--- src/rtl/vr_pkg.sv ---
// Shared types for the valid/ready burst source and its matching sink/checker.
package vr_pkg;

  localparam int unsigned VR_DATA_W = 8;
  localparam int unsigned VR_LEN_W  = 8;

  typedef enum logic {VR_IDLE, VR_SEND} vr_state_t;

endpackage

--- src/rtl/vr_burst_source_if.sv ---
// Request channel plus valid/ready beat stream of the burst source.
interface vr_burst_source_if
  import vr_pkg::*;
#(
  parameter int unsigned DATA_W = VR_DATA_W,
  parameter int unsigned LEN_W  = VR_LEN_W
);

  logic              req_valid;
  logic              req_ready;
  logic [DATA_W-1:0] req_start;
  logic [DATA_W-1:0] req_step;
  logic [LEN_W-1:0]  req_len;
  logic              valid;
  logic              ready;
  logic [DATA_W-1:0] data;
  logic              last;
  logic              busy;

  modport master (
    input  req_valid, req_start, req_step, req_len, ready,
    output req_ready, valid, data, last, busy
  );

  modport slave (
    output req_valid, req_start, req_step, req_len, ready,
    input  req_ready, valid, data, last, busy
  );

endinterface

--- src/rtl/vr_burst_source.sv ---
// Emits arithmetic-sequence bursts on a valid/ready stream; back-to-back bursts
// are accepted on the final beat's handshake so the stream never bubbles.
module vr_burst_source
  import vr_pkg::*;
#(
  parameter int unsigned DATA_W = VR_DATA_W,
  parameter int unsigned LEN_W  = VR_LEN_W
) (
  input  logic clk,
  input  logic areset,
  vr_burst_source_if.master bus
);

  vr_state_t         state_q, state_d;
  logic [DATA_W-1:0] data_q,  data_d;
  logic [DATA_W-1:0] step_q,  step_d;
  logic [LEN_W-1:0]  remaining_q, remaining_d;
  logic              last_q,  last_d;
  logic              valid_q, valid_d;
  logic              req_ready_c;
  logic              beat_hs_c;

  // State register
  always_ff @(posedge clk or posedge areset) begin
    if (areset) begin
      state_q     <= VR_IDLE;
      data_q      <= '0;
      step_q      <= '0;
      remaining_q <= '0;
      last_q      <= 1'b0;
      valid_q     <= 1'b0;
    end else begin
      state_q     <= state_d;
      data_q      <= data_d;
      step_q      <= step_d;
      remaining_q <= remaining_d;
      last_q      <= last_d;
      valid_q     <= valid_d;
    end
  end

  // Next-state and request acceptance
  always_comb begin
    state_d     = state_q;
    data_d      = data_q;
    step_d      = step_q;
    remaining_d = remaining_q;
    last_d      = last_q;
    valid_d     = valid_q;
    req_ready_c = 1'b0;
    beat_hs_c   = valid_q && bus.ready;

    unique case (state_q)
      VR_IDLE: begin
        req_ready_c = 1'b1;
      end
      VR_SEND: begin
        // Ready->req_ready is combinational: a new burst may load on the last beat
        req_ready_c = beat_hs_c && last_q;
        if (beat_hs_c && !last_q) begin
          data_d      = DATA_W'(data_q + step_q);
          remaining_d = LEN_W'(remaining_q - LEN_W'(1));
          last_d      = (remaining_q == LEN_W'(1));
        end else if (beat_hs_c && !bus.req_valid) begin
          valid_d = 1'b0;
          last_d  = 1'b0;
          state_d = VR_IDLE;
        end
      end
      default: state_d = VR_IDLE;
    endcase

    if (bus.req_valid && req_ready_c) begin
      data_d      = bus.req_start;
      step_d      = bus.req_step;
      remaining_d = bus.req_len;
      last_d      = (bus.req_len == '0);
      valid_d     = 1'b1;
      state_d     = VR_SEND;
    end
  end

  assign bus.req_ready = req_ready_c;
  assign bus.valid     = valid_q;
  assign bus.data      = data_q;
  assign bus.last      = last_q;
  assign bus.busy      = (state_q == VR_SEND);

`ifndef SYNTHESIS
  // A stalled beat must stay presented unchanged until it is taken
  a_stall_stable: assert property (@(posedge clk) disable iff (areset)
    (valid_q && !bus.ready) |=> (valid_q && $stable(data_q) && $stable(last_q)));
`endif

endmodule

--- src/flat_wrapper.sv ---
// flat-port wrapper written by rule: the top's interface ports become plain ports
module vr_burst_source_flat import vr_pkg::*;
#(
  parameter int unsigned DATA_W = VR_DATA_W,
  parameter int unsigned LEN_W  = VR_LEN_W
)
  (clk, areset, bus_req_valid, bus_req_start, bus_req_step, bus_req_len, bus_ready, bus_req_ready, bus_valid, bus_data, bus_last, bus_busy);
  vr_burst_source_if #(.DATA_W(DATA_W), .LEN_W(LEN_W)) bus_i ();
  input  logic clk;
  input  logic areset;
  input wire logic [$bits(bus_i.req_valid)-1:0] bus_req_valid;
  input wire logic [$bits(bus_i.req_start)-1:0] bus_req_start;
  input wire logic [$bits(bus_i.req_step)-1:0] bus_req_step;
  input wire logic [$bits(bus_i.req_len)-1:0] bus_req_len;
  input wire logic [$bits(bus_i.ready)-1:0] bus_ready;
  output wire logic [$bits(bus_i.req_ready)-1:0] bus_req_ready;
  output wire logic [$bits(bus_i.valid)-1:0] bus_valid;
  output wire logic [$bits(bus_i.data)-1:0] bus_data;
  output wire logic [$bits(bus_i.last)-1:0] bus_last;
  output wire logic [$bits(bus_i.busy)-1:0] bus_busy;
  assign bus_i.req_valid = bus_req_valid;
  assign bus_i.req_start = bus_req_start;
  assign bus_i.req_step = bus_req_step;
  assign bus_i.req_len = bus_req_len;
  assign bus_i.ready = bus_ready;
  assign bus_req_ready = bus_i.req_ready;
  assign bus_valid = bus_i.valid;
  assign bus_data = bus_i.data;
  assign bus_last = bus_i.last;
  assign bus_busy = bus_i.busy;
  vr_burst_source #(.DATA_W(DATA_W), .LEN_W(LEN_W)) u_core (.clk(clk), .areset(areset), .bus(bus_i));
endmodule
--- config.mk ---
export PLATFORM = sky130hd
export DESIGN_NAME = vr_burst_source_flat
export DESIGN_NICKNAME = d
export VERILOG_FILES = /design/src/rtl/vr_pkg.sv /design/src/rtl/vr_burst_source_if.sv /design/src/rtl/vr_burst_source.sv /design/src/flat_wrapper.sv
export SDC_FILE = /design/constraint.sdc
export NUM_CORES = 1
export LEC_CHECK = 0
export CAP_MARGIN = 0
export CELL_PAD_IN_SITES_DETAIL_PLACEMENT = 2
export CELL_PAD_IN_SITES_GLOBAL_PLACEMENT = 2
export CORE_MARGIN = 8
export CORE_UTILIZATION = 33
export CTS_BUF_LIST = sky130_fd_sc_hd__clkbuf_8
export DETAILED_ROUTE_END_ITERATION = 10
export GPL_ROUTABILITY_DRIVEN = 0
export PLACE_DENSITY = 0.89
export SETUP_SLACK_MARGIN = 0.5
export SYNTH_ARGS = -nofsm -noshare
export SYNTH_HDL_FRONTEND = slang
export SYNTH_SLANG_ARGS = --single-unit
export TNS_END_PERCENT = 1
--- constraint.sdc ---
create_clock -name clk -period 3.02 [get_ports clk]
set_clock_uncertainty 0.05 [all_clocks]
set_input_delay 0.453 -clock clk [delete_from_list [all_inputs] [get_ports clk]]
set_output_delay 0.453 -clock clk [all_outputs]
set_load 0.05 [all_outputs]
==> implementation parameters <==
Parameter                              Value

Outcome
  Outcome ... complete, no violations

Worst setup path
  Highest fanout seen on the critical path ... 3
  Element type at the critical path start ... primary input
  Critical path's largest stage delay ... 0.55 ns
  Ordered list of cells on the worst path ... clkdlybuf4s50_1 > nand3_1 > nand2_1 > dlygate4sd2_1
  Worst Setup SP ... bus_ready
  CP max stage cell ... sky130_fd_sc_hd__dlygate4sd2_1
  Worst setup path class ... in2out
  Worst endpoint data arrival time ... approximately 1.9 ns
  R2r startpoint ... u_core.bus.busy$_DFF_PP0_
  Worst EP required ... 2.52 ns
  Category of the worst setup path capture point ... output pin

Synth
  Dominant register cell in the synthesized netlist ... sky130_fd_sc_hd__dfrtp_1
  Number of synthesized register bits ... 27
  Ys async rst share ... 1.000
  Most area-consuming cells after synthesis ... sky130_fd_sc_hd__dfrtp_1, sky130_fd_sc_hd__ha_1, sky130_fd_sc_hd__o21ai_1, sky130_fd_sc_hd__mux2_2, sky130_fd_sc_hd__a21oi_1
  Portion of the post-synthesis area used by sequential elements ... 0.3974
  Library cells used by synthesis ... 43
  Syn_nets ... 221
  Count of yosys warnings during synthesis ... 0
  Top post-synthesis cells by count ... sky130_fd_sc_hd__dfrtp_1, sky130_fd_sc_hd__o21ai_1, sky130_fd_sc_hd__nor2_1, sky130_fd_sc_hd__a21oi_1
  Largest area contributor in the netlist ... sky130_fd_sc_hd__dfrtp_1
  Most instantiated library cell after synthesis ... sky130_fd_sc_hd__dfrtp_1
  Share of the synthesized area in the top cell type ... 0.3974
  Syn Inst Count ... 183
  Synthesized area per cell ... 9.292 um^2
  EDFF count, synth ... 0
  Post-synthesis instance area ... 1700 um^2

CTS
  Clock transition time at the flip-flop clock pins of the worst setup and hold paths ... 0.10 ns
  # Post-CTS Setup Buffers ... 0
  Clock tree from TritonCTS ... yes
  Depth of the CTS H-tree ... 1
  Count of instances resized after the clock tree is built ... 1
  Clock latency on the worst-skew pair ... 0.28 ns
  Clock Sink Count ... 27
  Number of buffers added to fix hold violations after cts ... 0
  Clk root buf ... sky130_fd_sc_hd__clkbuf_8
  Number of buffers created by CTS ... 3
  CTS Buffer Depth ... 2

Finish
  Share of post-route cells with drive strength above 1 ... 0.09459
  Synth-to-Final Area Change ... 30.39%
  Number of nets in the layout ... 261
  Final core utilization ... 0.4397
  Filler Cell Count ... around 560
  # diodes ... 0

Routing
  DR DRC count ... 0
  Number of DRC markers in iteration 0 ... 56
  Routed vias ... 1553
  Final ANT Viol Nets ... 0
  Total Wirelength ... 4950 um
  Vias/cell ... 5.318
  First-pass detailed-route iteration total ... 2
  Average wire per standard cell ... ~17 um

Timing
  Setup TNS ... 0 ns
  Final Hold Slack ... roughly 0.47 ns
  Transition at the pin with the smallest max-transition slack ... just over 0.9 ns
  Normalized max-slew margin ... 0.3790
  Period utilisation layout ... 0.7880
  Final hold violation count ... 0
  Total count of max-transition violations in the final report ... 0
  Fmax ... 0.4202 GHz
  Count of endpoints failing setup in the final report ... 0
  Clock period minus worst slack ... 2.380 ns
  Unrepaired setup endpoints after global routing ... false

Placement
  Count of input and output buffers ... 39
  Detailed placement HPWL ... 3766 um

Global route
  Vias in the first global route ... 1762
  GRT Total Usage ... 0.1360
  Pin count of the biggest net entering global routing ... 30
  Initial antenna violation count ... 0
  Aggregate global routing overflow ... 0
  Wire length of the first global-routing pass ... 8349 um

Pwr
  P_sw ... 0.0009698 W
  Share of power burned in combinational logic ... 0.573
  Switching share of power ... 0.4721
  Relative contribution of the clock network to total power ... 0.107
  Worst vdd ir ... about 370 uV
  Relative contribution of sequential cells to total power ... 0.319
  Int Power ... approximately 0.0011 W
  Leakage power ... 0.9012 nW
  Total power after layout ... approximately 0.0021 W
  Power density normalized to cell area ... 926.5 nW/um^2

Run
  Max cap viols ... 0

Floorplanning
  Die boundary width ... 87.78 um
  Vert. Die Dim ... 87.78 um
  Core area ... 5042 um^2
  Site Rows ... 26
  I/O pin count ... 40
  Full die area ... 7705 um^2
  Initial Util ... 0.3372

Min path
  Min-Delay Startpoint ... u_core.remaining_q[6]$_DFFE_PP0P_
  Worst min path class ... reg2reg
==> metal layers <==
metal / wire (um) / vias up / track usage / part of all wire
met5: 0 / - / 0 / 0
met4: 62 / 0 / 0.05156 / 0.013
met3: 204 / 6 / 0.02345 / 0.041
met2: 2411 / 29 / 0.2353 / 0.49
met1: 2271 / 761 / 0.1627 / 0.46
li1: - / 757 / - / -
==> worst max-delay path: cells and delay by family <==
kind	cells	cell delay, ns
buffers and inverters	2	1.09
AND/OR/NAND/NOR	2	0.33
==> flip-flops by register name, summed over array words and instances (netlist names) <==
| register | flops |
|---|---|
| u_core.bus.data | 8 |
| u_core.step_q | 8 |
| u_core.bus.valid | 1 |
| u_core.bus.last | 1 |
| u_core.bus.busy | 1 |
| u_core.remaining_q | 8 |
==> cells by family after synthesis <==
| family | synth area share |
|---|---|
| simple gates | 0.1781 |
| compound gates | 0.2436 |
| fa+ha+maj | 0.07800 |
| buf+inv | 0.05077 |
| flops | 0.3974 |
| mux | 0.05225 |
==> layout make-up <==
type | count | area (um^2) | share of cell area
multi-input combinational | 140 | 945.9 | 0.4266
sequential | 27 | 675.6 | 0.3047
timing repair buffer | 43 | 431.7 | 0.1947
tap | 70 | 87.58 | 0.03950
clock buffer | 3 | 41.29 | 0.01862
inverter | 8 | 30.03 | 0.01354
clock inverter | 1 | 5.005 | 0.002257
==> power groups by stage <==
stage	Combinational (W)	Sequential [W]	Clock [W]
global route	0.00131	0.000680	0.000235
CTS	0.00120	0.000658	0.000225
floorplan	0.000651	0.000822	0
global placement	0.00113	0.000652	0
detailed placement	0.00118	0.000665	0
finish	0.00118	0.000656	0.000220
==> final timing paths <==
path / slack, ns / to / depth (start not counted)
min: 0.47 / u_core.remaining_q[6]$_DFFE_PP0P_ / 1
min in group asynchronous: 0.49 / u_core.remaining_q[4]$_DFFE_PP0P_ / 3
max reg2reg: 0.83 / u_core.bus.data[7]$_DFFE_PP0P_ / 6
max in group asynchronous: 2.16 / u_core.step_q[6]$_DFFE_PP0N_ / 3
min reg2reg: 0.47 / u_core.remaining_q[6]$_DFFE_PP0P_ / 1
max: 0.64 / bus_req_ready / 4
==> cells in the final DEF, fill, tap and decap left out, drive strengths merged, types with 3 or more instances in the layout <==
cell	instances
clkdlybuf4s50	38
dfrtp	27
o21ai	24
nor2	16
a21oi	13
nand2	11
nor3	11
ha	9
inv	8
mux2	7
a211oi	6
nand3	4
a22oi	4
buf	4
nor4	3
clkbuf	3
==> through the flow <==
stage	instances	cell area, um^2	worst slack (ns)
after global routing	292	2217	0.5638
after detailed placement	288	2172	0.3373
final	292	2217	0.6402
after floorplan	183	1700	0.9155
after CTS	292	2217	0.6105
after global placement	288	2172	0.4631
Power figures use the tool's default switching activity.
